$ cat src/rtl/dav_l1a_match_pkg.sv
// dav_l1a_match_pkg: shared defaults and helpers for the DAV/L1A matcher
package dav_l1a_match_pkg;
    localparam int N_SRC_D = 5;
    localparam int LAT_D = 24;
    localparam int WIN_D = 16;
    localparam int MCW = 16;
    typedef logic [MCW-1:0] mcnt_t;
    function automatic mcnt_t sat_inc(input mcnt_t v);
        return &v ? v : v + 1'b1;
    endfunction
endpackage

$ cat src/rtl/dav_l1a_match_fifo.sv
// dav_l1a_match_fifo: DEPTH x TSW timestamp FIFO holding outstanding L1As
module dav_l1a_match_fifo #(
    parameter int DEPTH = 8,
    parameter int TSW = 12
) (
    input  logic           C,
    input  logic           RST,
    input  logic           push,
    input  logic           pop,
    input  logic [TSW-1:0] din,
    output logic [TSW-1:0] head,
    output logic           empty,
    output logic           full
);
    localparam int AW = $clog2(DEPTH);
    logic [TSW-1:0] mem [DEPTH];
    logic [AW:0] wp, rp;
    assign empty = wp == rp;
    assign full = (wp[AW] != rp[AW]) && (wp[AW-1:0] == rp[AW-1:0]);
    assign head = mem[rp[AW-1:0]];
    always_ff @(posedge C) begin
        if (push && !full) mem[wp[AW-1:0]] <= din;
    end
    always_ff @(posedge C) begin
        if (RST) begin
            wp <= '0;
            rp <= '0;
        end else begin
            if (push && !full) wp <= wp + 1'b1;
            if (pop && !empty) rp <= rp + 1'b1;
        end
    end
endmodule

$ cat src/rtl/dav_l1a_match.sv
// dav_l1a_match: matches enabled DAV rises against L1A windows and reports
// per-L1A present/missing sources, spurious DAVs and a saturating miss count
module dav_l1a_match
    import dav_l1a_match_pkg::*;
#(
    parameter int N_SRC = N_SRC_D,
    parameter int DEPTH = 8,
    parameter int TSW = 12,
    parameter int LAT = LAT_D,
    parameter int WIN = WIN_D,
    parameter int CRW = 3
) (
    input  logic             C,
    input  logic             RST,
    input  logic             L1A,
    input  logic [N_SRC-1:0] DAV,
    input  logic [N_SRC-1:0] DAV_EN,
    output logic             RSLT_VLD,
    output logic [N_SRC-1:0] RSLT_DAV,
    output logic [N_SRC-1:0] RSLT_MISS,
    output logic [N_SRC-1:0] SPUR,
    output logic             OVFL,
    output logic [MCW-1:0]   MISS_CNT
);
    localparam logic [TSW-1:0] AGE = TSW'(LAT + WIN);
    localparam logic [CRW-1:0] MAXC = {CRW{1'b1}};
    logic [TSW-1:0] ts, head_ts;
    logic [N_SRC-1:0] dav_q, rise, hit, spur_n;
    logic [CRW-1:0] credit [N_SRC];
    logic [CRW-1:0] crd_n [N_SRC];
    logic empty, full, exp_now;
    assign rise = DAV & ~dav_q & DAV_EN;
    assign exp_now = !empty && (ts - head_ts) == AGE;
    dav_l1a_match_fifo #(.DEPTH(DEPTH), .TSW(TSW)) u_fifo (
        .C(C),
        .RST(RST),
        .push(L1A),
        .pop(exp_now),
        .din(ts),
        .head(head_ts),
        .empty(empty),
        .full(full)
    );
    // A rise during expiry belongs to the expiring L1A, so it neither adds credit nor flags spurious
    always_comb begin
        hit = '0;
        spur_n = '0;
        crd_n = credit;
        for (int i = 0; i < N_SRC; i++) begin
            hit[i] = DAV_EN[i] & ((credit[i] != '0) | rise[i]);
            spur_n[i] = rise[i] & ~exp_now & (empty | (credit[i] == MAXC));
            crd_n[i] = !DAV_EN[i] ? '0
                     : exp_now ? credit[i] - CRW'(credit[i] != '0)
                     : (rise[i] && !empty && credit[i] != MAXC) ? credit[i] + 1'b1
                     : credit[i];
        end
    end
    always_ff @(posedge C) begin
        if (RST) begin
            ts <= '0;
            dav_q <= '0;
            for (int i = 0; i < N_SRC; i++) credit[i] <= '0;
            RSLT_VLD <= 1'b0;
            RSLT_DAV <= '0;
            RSLT_MISS <= '0;
            SPUR <= '0;
            OVFL <= 1'b0;
            MISS_CNT <= '0;
        end else begin
            ts <= ts + 1'b1;
            dav_q <= DAV;
            credit <= crd_n;
            RSLT_VLD <= exp_now;
            RSLT_DAV <= exp_now ? hit : '0;
            RSLT_MISS <= exp_now ? DAV_EN & ~hit : '0;
            SPUR <= spur_n;
            if (L1A && full) OVFL <= 1'b1;
            if (exp_now && |(DAV_EN & ~hit)) MISS_CNT <= sat_inc(MISS_CNT);
        end
    end
endmodule

$ cat config.mk
export PLATFORM = sky130hd
export DESIGN_NAME = dav_l1a_match
export DESIGN_NICKNAME = d
export VERILOG_FILES = /design/src/rtl/dav_l1a_match_pkg.sv /design/src/rtl/dav_l1a_match_fifo.sv /design/src/rtl/dav_l1a_match.sv
export SDC_FILE = /design/constraint.sdc
export NUM_CORES = 1
export LEC_CHECK = 0
export BUFFER_PORTS_ARGS = -buffer_cell sky130_fd_sc_hd__buf_2
export CORE_MARGIN = 3
export CORE_UTILIZATION = 50
export CTS_BUF_LIST = sky130_fd_sc_hd__clkbuf_8
export CTS_CLUSTER_SIZE = 20
export DETAILED_ROUTE_END_ITERATION = 10
export GPL_TIMING_DRIVEN = 0
export HOLD_SLACK_MARGIN = 0.08
export PLACE_DENSITY = 0.7
export REMOVE_ABC_BUFFERS = 1
export SETUP_SLACK_MARGIN = 0.3
export SLEW_MARGIN = 5
export SYNTH_ARGS = -nofsm -noshare
export SYNTH_HDL_FRONTEND = slang
export SYNTH_SLANG_ARGS = --single-unit
$ cat constraint.sdc
create_clock -name C -period 4.7 [get_ports C]
set_input_delay 0.47 -clock C [delete_from_list [all_inputs] [get_ports C]]
set_output_delay 0.47 -clock C [all_outputs]
set_load 0.01 [all_outputs]
==> run_results.csv, run 1 <==
group,metric,value,unit
yosys,yosys-top-cells-area,"edfxtp_1 (38%), dfxtp_1 (20%), mux4_2 (7.1%)",
worst_hold_path,holdPathEnd,"dav_q[1]",
setup_path,critPathBufInv,3,
global_routing,grt_max_degree,51,
setup_path,reg2reg_slack,0.43,ns
yosys,synthSimpleGateAreaFrac,0.1476,
yosys,synth_xor_area_frac,0.02533,
layout,final_layout_size_suffix_gt1_frac,0.2404,
setup_path,arrival,4.63,ns
placement,dpl_cell_area,0.008117,sq mm
global_routing,antenna_found_initial,0,
drt,vias,5145,
power,power_switching,0.0006685,W
yosys,synth_largest_area_cell,"edfxtp_1",
floorplan,io-pin-count,46,
yosys,synth_compound_area_frac,0.07074,
yosys,async_flop_share,0,
worst_hold_path,holdPathStages,2,
power,power_frac_comb,0.068,
clock_tree,clockBufferDepth,2,
drt,routed_wl,16.05,mm
power,power_leakage,3.306,nW
power,ir_drop,0.1662,mV
layout,final_util,0.6049,
layout,layout.nets,729,
yosys,synthDistinctLibCells,51,
power,intPower,0.002148,W
yosys,synth_top_family_by_area,"simple AND/OR/NAND/NOR gates",
yosys,ys_warn_count,0,
clock_tree,cts.sink_count,172,
timing,worstMarginPinSlew,0.9293,ns
layout,area.growth.synth_to_final,16.89,%
timing,min_period,4.275,ns
yosys,synth_flop_cell,"edfxtp_1",
clock_tree,cts.clk_slew.worst_paths,0.09,ns
clock_tree,ctsHoldBuffers,0,
setup_path,critical_path.cell_chain,"buf_16 -> mux4_2 -> mux2_2 -> ha_1 -> nand3b_1 -> a21boi_4 -> o211ai_1 -> a21o_1 -> a21oi_4 -> nand4_4 -> inv_8 -> nand2_1 -> ha_1 -> inv_1 -> fa_1 -> nand2_1 -> mux2i_1 -> mux2_1",
clock_tree,cts-root-buf,"clkbuf_8",
drt,drc,0,
placement,gp_congestion,0.8945,
drt,drtAntennaViolNets,0,
setup_path,crit_fanout,10,
run,maxCapViolations,0,
setup_path,reg2regPathDepth,18,
worst_hold_path,hp-class,"input port to flip-flop",
power,powerDensity,316.8,mW/mm^2
setup_path,endpoint_kind,"flip-flop",
global_routing,grt_pass1_vias,4988,
placement,io_buffer_count,45,
layout,design_area,0.008891,sq mm
yosys,netlist_instances,618,
timing,slew_headroom,0.3805,
setup_path,cp_slowest_cell,"mux4_2",
timing,holdWs,0.2420,ns
layout,antenna_cells,0,
timing,rsz0062_at_grt,"yes",
setup_path,r2r_end,"credit[14]",
power,p_sw_frac,0.2373,
global_routing,grt_first_pass_wirelength,25.48,mm
timing,max_freq,0.2339,GHz
yosys,postSynthAreaPerCell,12.31,sq um
drt,viasPerCell,5.800,
floorplan,start_util,0.5174,
setup_path,crit_required,5.06,ns
power,seqPwrFrac,0.574,
drt,drt-initial-drc-count,440,
status,status,"completed",
floorplan,core-area,0.01470,sq mm
yosys,yosysSeqAreaShare,0.5790,
floorplan,core.rowCount,44,
drt,dr.pass1.iters,5,
layout,fillers,1085,
power,pwr-share-clk,0.358,
placement,dp_hpwl,10.28,mm
setup_path,path_delay_family,"multiplexers",
placement,place_inst,834,
setup_path,max_stage_delay,0.49,ns
clock_tree,cts-buffers-inserted,17,
yosys,synth-seq-cells,172,
floorplan,die_area,0.01673,sq mm
global_routing,track_usage,0.1992,
global_routing,grt-ovfl-total,0,
floorplan,die_width,129.3,um
clock_tree,cts_htree_levels,4,
yosys,syn-cell-area,0.007606,sq mm
drt,avgRoutedWirePerCell,18.10,um
yosys,muxShareOfSynthArea,0.1050,
timing,hold_viol_final,0,
timing,finalCritPeriodShare,0.9095,
clock_tree,cts_tree,"done",
yosys,synthAdderAreaFrac,0.04771,
setup_path,cp.depth,18,
floorplan,dieHeight,129.3,um
layout,final_cells,887,
worst_hold_path,min-delay-start,"DAV[1]",
yosys,synth_top_area_frac,0.3790,
timing,fin_skew,0.01119,ns
setup_path,worstSetupPathType,"flip-flop to flip-flop",
setup_path,startpoint_type,"flip-flop",
yosys,synth-edff-count,96,
clock_tree,clk_latency,0.46,ns
timing,final-setup-viol-count,0,
timing,slew_violations,0,
## worst reg2reg max path, stage by stage (launching register included)
cell      delay [ns]
dfxtp_4         0.44
buf_16          0.18
mux4_2          0.49
mux2_2          0.29
ha_1            0.21
nand3b_1        0.24
a21boi_4        0.27
o211ai_1        0.18
a21o_1          0.27
a21oi_4         0.21
nand4_4         0.19
inv_8           0.12
nand2_1         0.06
ha_1            0.19
inv_1           0.06
fa_1            0.19
nand2_1         0.07
mux2i_1         0.17
mux2_1          0.33
## per-stage QoR
| stage | setup TNS, ns | setup slack [ns] | power (W) |
|---|---|---|---|
| 6_report | 0 | 0.4254 | 0.002817 |
| 2_1_floorplan | -1.794 | -0.2494 | 0.001750 |
| 4_1_cts | 0 | 0.3041 | 0.002806 |
| 5_1_grt | 0 | 0.2418 | 0.002920 |
| 3_5_place_dp | -10.52 | -0.9219 | 0.001809 |
| 3_3_place_gp | -26.00 | -1.232 | 0.001795 |
## flip-flops by register name (all words and copies together) (netlist names), named ones only
name        count
u_fifo.wp       4
SPUR            5
u_fifo.mem     96
dav_q           5
RSLT_MISS       5
RSLT_DAV        5
RSLT_VLD        1
MISS_CNT       16
OVFL            1
u_fifo.rp       4
ts             12
credit         15
## per-layer routing
layer,wire [um],track usage,part of all wire
met1,7019,0.2758,0.44
met2,7736,0.3082,0.48
met3,1007,0.05029,0.063
met5,0,0,0
met4,288,0.06980,0.018
## area by class of cell
class | count | area (sq um) | area share
sequential | 172 | 4413 | 0.4963
multi-input combinational | 400 | 3247 | 0.3652
timing repair buffer | 73 | 511.7 | 0.05756
clock buffer | 17 | 234.0 | 0.02632
tap | 184 | 230.2 | 0.02589
clock inverter | 15 | 147.6 | 0.01661
inverter | 25 | 101.3 | 0.01140
timing repair inverter | 1 | 6.256 | 0.0007036
## Yosys cell counts, drive strengths merged (8+ instances only)
cell	number
nor3	20
ha	21
mux2i	19
clkbuf	11
nand2	33
nor2b	13
nor3b	8
nand3	22
edfxtp	96
inv	25
mux4	24
a31oi	8
o21ai	30
nor2	44
nand2b	14
nand3b	11
dfxtp	76
or3	16
a21oi	34
xor2	16
buf	11
and3	9
## placed cells by master, fill, tap and decap left out, types with 9 or more instances in the layout
cell type   n
o21ai_0    19
nand2_1    33
nand3b_1   11
o21ai_1    10
nor2_1     41
and3_1      9
clkbuf_8   17
nor2b_1    13
mux2i_1    13
or3_1      16
ha_1       19
edfxtp_1   96
nand2b_1   14
mux4_2     24
buf_4      18
a21oi_1    29
buf_2      45
nor3_1     18
nand3_1    20
dfxtp_1    73
inv_1      24
xor2_1     16
## power groups by stage
| stage | clock [W] | sequential, W | combinational (W) |
|---|---|---|---|
| after detailed placement | 0 | 0.00165 | 0.000156 |
| after floorplan | 0 | 0.00165 | 0.000102 |
| after global placement | 0 | 0.00165 | 0.000145 |
| after CTS | 0.00102 | 0.00162 | 0.000171 |
| after global routing | 0.00109 | 0.00162 | 0.000208 |
| final | 0.00101 | 0.00162 | 0.000191 |
## logic make-up after synthesis
group / after synthesis
buf+inv: 47
fa+ha+maj: 26
flops: 172
mux: 49
xor+xnor: 22
simple gates: 210
compound gates: 92
## how the worst max path moves through the flow
| stage | endpoint | start | slack (ns) |
|---|---|---|---|
| finish | credit[14] | flip-flop | 0.43 |
| global route | credit[14] | flip-flop | 0.24 |
| CTS | credit[14] | flip-flop | 0.30 |
| detailed placement | credit[14] | flip-flop | -0.92 |
| global placement | credit[8] | flip-flop | -1.23 |
| floorplan | credit[8] | flip-flop | -0.25 |
## timing repair
item / CTS / global route
resized for setup: 19 / 21
gates cloned: 3 / 1
setup buffers: 5 / 12
setup endpoints to repair: 50 / 20
pin swaps: 5 / 17
Note: power is estimated with default switching activity, not from simulation.
==> inputs of run 2 (changes only) <==
- BUFFER_PORTS_ARGS: -buffer_cell sky130_fd_sc_hd__buf_2 -> unset
- CORE_ASPECT_RATIO: unset -> 2
- DONT_BUFFER_PORTS: unset -> 1
- PLACE_DENSITY: 0.7 -> 0.68
==> run_results.csv, run 2 (synthesized netlist as in run 1, its figures left out) <==
group,metric,value,unit
power,power_leakage,3.099,nW
placement,dp_hpwl,11.71,mm
floorplan,die_width,93.21,um
clock_tree,clk_latency,0.47,ns
drt,vias,5088,
layout,layout_common_cells,"edfxtp_1 (96), dfxtp_1 (73), nor2_1 (41)",
timing,worstMarginPinSlew,0.7252,ns
global_routing,antenna_found_initial,0,
layout,multi_input_area,0.003326,sq mm
timing,slew_violations,0,
drt,avgRoutedWirePerCell,20.51,um
timing,rsz0062_at_grt,"no",
drt,routed_wl,17.52,mm
worst_hold_path,hp-class,"input port to flip-flop",
status,status,"completed",
timing,hold_viol_final,0,
drt,drc,0,
setup_path,arrival,4.65,ns
placement,gp_congestion,0.8938,
floorplan,core-area,0.01490,sq mm
timing,slew_headroom,0.5165,
timing,worst_slack,0.4078,ns
clock_tree,cts_htree_levels,4,
layout,area.growth.synth_to_final,15.50,%
setup_path,startpoint_type,"flip-flop",
clock_tree,cts_tree,"done",
global_routing,grt_pass1_vias,5160,
placement,pre_cts_slack,-1.114,ns
run,maxCapViolations,0,
timing,max_freq,0.2330,GHz
drt,viasPerCell,5.958,
layout,fillers,1147,
global_routing,grt_first_pass_wirelength,27.17,mm
clock_tree,cts-root-buf,"clkbuf_8",
global_routing,grt-ovfl-total,0,
setup_path,endpoint_kind,"flip-flop",
clock_tree,cts-buffers-inserted,17,
layout,largest_reg_flops,96,
placement,dpl_cell_area,0.007916,sq mm
floorplan,core.rowCount,63,
clock_tree,cts.clk_slew.worst_paths,0.10,ns
layout,layout_commonest_cell,"edfxtp_1",
floorplan,start_util,0.5105,
worst_hold_path,holdPathStages,1,
setup_path,crit_fanout,7,
setup_path,r2r_end,"credit[8]",
layout,final_layout_size_suffix_gt1_frac,0.2049,
timing,fin_skew,0.01915,ns
layout,layout.nets,685,
layout,antenna_cells,0,
worst_hold_path,holdPathEnd,"dav_q[4]",
drt,dr.pass1.iters,6,
worst_hold_path,min-delay-start,"DAV[4]",
global_routing,track_usage,0.2160,
clock_tree,cts.sink_count,172,
drt,drt-initial-drc-count,245,
floorplan,dieHeight,180.4,um
timing,finalCritPeriodShare,0.9132,
power,ir_drop,0.2446,mV
timing,min_period,4.292,ns
clock_tree,clockBufferDepth,2,
setup_path,reg2regPathDepth,18,
placement,io_buffer_count,0,
floorplan,io-pin-count,46,
power,powerDensity,323.4,mW/mm^2
setup_path,crit_required,5.05,ns
drt,drtAntennaViolNets,0,
layout,design_area,0.008785,sq mm
layout,register_area,0.004413,sq mm
setup_path,reg2reg_slack,0.41,ns
floorplan,die_area,0.01682,sq mm
timing,final-setup-viol-count,0,
setup_path,worstSetupPathType,"flip-flop to flip-flop",
global_routing,grt_max_degree,44,
run 2: how the worst max path moves through the flow:
| stage | end | slack [ns] | cells after the start |
|---|---|---|---|
| finish | credit[8] | 0.41 | 18 |
| global route | credit[5] | 0.26 | 18 |
| CTS | credit[8] | 0.30 | 16 |
| detailed placement | credit[5] | -1.11 | 17 |
| global placement | credit[11] | -1.45 | 17 |
| floorplan | credit[8] | -0.25 | 17 |
run 2: stage by stage:
step / power (W) / std cells / hold WS, ns / TNS, ns / util
CTS: 0.002841 / 842 / 0.09825 / 0 / 0.5739
global route: 0.002943 / 854 / 0.1111 / 0 / 0.5897
finish: 0.002841 / 854 / 0.1270 / 0 / 0.5897
floorplan: 0.001750 / 596 / 0.4635 / -1.794 / -
global placement: 0.001784 / 791 / 0.4764 / -36.74 / 0.5206
detailed placement: 0.001798 / 801 / 0.4971 / -16.03 / 0.5314
run 2: where the power goes:
part	switching, W	internal (W)	total, W
sequential	0.0000186	0.00160	0.00162
combinational	0.000112	0.0000805	0.000192
clock	0.000548	0.000481	0.00103
run 2: routing by layer:
| layer | vias up | share of wire | global-route usage |
|---|---|---|---|
| li1 | 2354 | - | - |
| met1 | 2506 | 0.33 | 0.2097 |
| met2 | 154 | 0.58 | 0.4008 |
| met3 | 74 | 0.036 | 0.04430 |
| met4 | 0 | 0.053 | 0.1362 |
| met5 | - | 0 | 0 |
run 2: critical path: stages (launching register included):
cell and delay (ns):
dfxtp_4 0.41, buf_16 0.15, mux4_2 0.50, mux2_2 0.31
ha_2 0.19, nand3b_1 0.23, a21boi_4 0.28, o211ai_1 0.16
a21o_1 0.26, a21oi_4 0.21, nand4_4 0.22, inv_8 0.14
nand2_1 0.07, ha_1 0.19, inv_1 0.06, fa_1 0.18
nand2_1 0.06, mux2i_1 0.18, mux2_1 0.37
run 2: layout make-up:
class                      instances  area share
clock buffer                      17     0.02663
inverter                          25     0.01154
timing repair inverter             1   0.0007121
multi-input combinational        400      0.3786
timing repair buffer              29     0.03390
clock inverter                    15     0.01852
sequential                       172      0.5023
tap                              195     0.02777
run 2: repair_timing:
| item | in CTS | in global routing |
|---|---|---|
| gates resized for setup | 29 | 24 |
| pin swaps | 3 | 12 |
| buffers inserted | 7 | 10 |
| hold buffers | 1 | 0 |
| cloned | 1 | 2 |
| setup endpoints to repair | 54 | 22 |
| endpoints found under the hold margin | 45 | 0 |
==> inputs of run 3 (changes only) <==
- PLACE_DENSITY: 0.68 -> unset
- clock period: 4.7 -> 4.35 ns (I/O delays scaled with it)
==> run_results.csv, run 3 (synthesized netlist as in run 1, its figures left out) <==
group,metric,value,unit
status,status,"completed",
clock_tree,cts.clk_slew.worst_paths,0.09,ns
layout,fillers,1225,
global_routing,antenna_found_initial,0,
timing,slew_violations,0,
setup_path,cp_common_cell,"nand2_1",
setup_path,crit_required,4.69,ns
clock_tree,clk_latency,0.45,ns
floorplan,core-area,0.01490,sq mm
placement,io_buffer_count,0,
layout,final_layout_size_suffix_gt1_frac,0.2381,
layout,antenna_cells,0,
power,powerDensity,337.9,mW/mm^2
drt,drtAntennaViolNets,0,
timing,finalCritPeriodShare,0.9498,
setup_path,crit_fanout,7,
setup_path,arrival,4.48,ns
power,ir_drop,0.2426,mV
placement,gp_congestion,0.8832,
floorplan,start_util,0.5105,
global_routing,grt-ovfl-total,0,
clock_tree,cts.sink_count,172,
run,maxCapViolations,0,
placement,dpl_cell_area,0.007916,sq mm
timing,slew_headroom,0.3730,
drt,viasPerCell,5.766,
global_routing,track_usage,0.2181,
placement,pre_cts_slack,-1.439,ns
layout,layout_commonest_cell,"edfxtp_1",
timing,hold_viol_final,0,
layout,largest_reg_flops,96,
drt,routed_wl,17.27,mm
placement,dp_hpwl,11.46,mm
drt,vias,4999,
worst_hold_path,hp-class,"input port to flip-flop",
setup_path,cp_slowest_cell,"mux4_2",
setup_path,critical_path.cell_chain,"buf_16 -> mux4_2 -> mux2i_4 -> ha_4 -> a2111o_1 -> o211ai_1 -> nand3_2 -> a21oi_4 -> nand4_4 -> inv_8 -> nand2_1 -> ha_2 -> inv_2 -> fa_2 -> nand2_1 -> mux2i_1 -> mux2_1",
setup_path,max_stage_delay,0.53,ns
timing,worst_slack,0.2182,ns
timing,worstMarginPinSlew,0.9364,ns
global_routing,grt_pass1_vias,5142,
floorplan,core.rowCount,63,
timing,final-setup-viol-count,0,
floorplan,die_width,93.21,um
timing,max_freq,0.2420,GHz
drt,drc,0,
drt,dr.pass1.iters,5,
floorplan,io-pin-count,46,
layout,layout.nets,698,
clock_tree,cts-root-buf,"clkbuf_8",
setup_path,worstSetupPathType,"flip-flop to flip-flop",
drt,avgRoutedWirePerCell,19.92,um
clock_tree,cts_tree,"done",
timing,fin_setup_tns,0,ns
layout,area.growth.synth_to_final,17.50,%
layout,design_area,0.008937,sq mm
global_routing,grt_max_degree,44,
layout,layout_common_cells,"edfxtp_1 (96), dfxtp_1 (73), nor2_1 (41)",
clock_tree,cts-buffers-inserted,17,
drt,drt-initial-drc-count,202,
setup_path,endpoint_kind,"flip-flop",
timing,rsz0062_at_grt,"yes",
global_routing,grt_first_pass_wirelength,27.40,mm
floorplan,dieHeight,180.4,um
clock_tree,clockBufferDepth,2,
setup_path,startpoint_type,"flip-flop",
timing,holdWs,0.1122,ns
timing,min_period,4.132,ns
timing,fin_skew,0.01410,ns
power,power_leakage,3.138,nW
floorplan,die_area,0.01682,sq mm
clock_tree,cts_htree_levels,4,
[run 3: layout make-up]
class	instances	area, sq um	area share
inverters	25	101.3	0.01134
clock inverters	15	138.9	0.01554
well taps	195	244.0	0.02730
multi-input cells	400	3385	0.3787
flip-flops and latches	172	4413	0.4938
clock buffers	17	234.0	0.02618
repair buffers	42	415.4	0.04648
repair inverters	1	6.256	0.0007000
[run 3: metrics by stage]
step / utilization / std cells / total power (W)
floorplan: - / 596 / 0.001891
global placement: 0.5206 / 791 / 0.001929
detailed placement: 0.5314 / 801 / 0.001941
CTS: 0.5914 / 857 / 0.003051
global route: 0.5999 / 867 / 0.003137
finish: 0.5999 / 867 / 0.003020
[run 3: final timing paths]
kind / start / end / slack [ns] / cells past startpoint
worst min-delay path: DAV[0] / dav_q[0] / 0.11 / 1
worst max register to register: flip-flop / credit[11] / 0.22 / 17
worst max-delay path: flip-flop / credit[11] / 0.22 / 17
worst min register to register: u_fifo.rp[3] / u_fifo.rp[3] / 0.51 / 2
[run 3: routing by layer]
layer | up-vias | part of all wire | track usage | routed length, um
li1 | 2372 | - | - | -
met1 | 2487 | 0.34 | 0.2183 | 5951
met2 | 103 | 0.58 | 0.4158 | 10100
met3 | 37 | 0.032 | 0.04137 | 552
met4 | 0 | 0.039 | 0.1057 | 666
met5 | - | 0 | 0 | 0
[run 3: repair_timing]
action / 4_1_cts / 5_1_grt
gates resized for setup: 59 / 23
setup endpoints to repair: 54 / 32
buffers inserted: 16 / 10
pin swaps: 14 / 14
hold buffers: 5 / 0
hold endpoints to repair: 45 / 0
cloned: 3 / 0
[run 3: worst max-delay path, delay by kind of cell (launching register included)]
family | cells | cell delay (ns)
compound gates | 3 | 0.90
fa+ha+maj | 3 | 0.60
buf+inv | 3 | 0.33
simple gates | 4 | 0.50
flops | 1 | 0.43
mux | 4 | 1.25
[run 3: report_power, final]
part           total (W)  internal [W]  leakage (nW)  switching, W
sequential       0.00175       0.00173          1.51     0.0000194
combinational   0.000219     0.0000971          1.44      0.000122
clock            0.00105      0.000462         0.189      0.000589
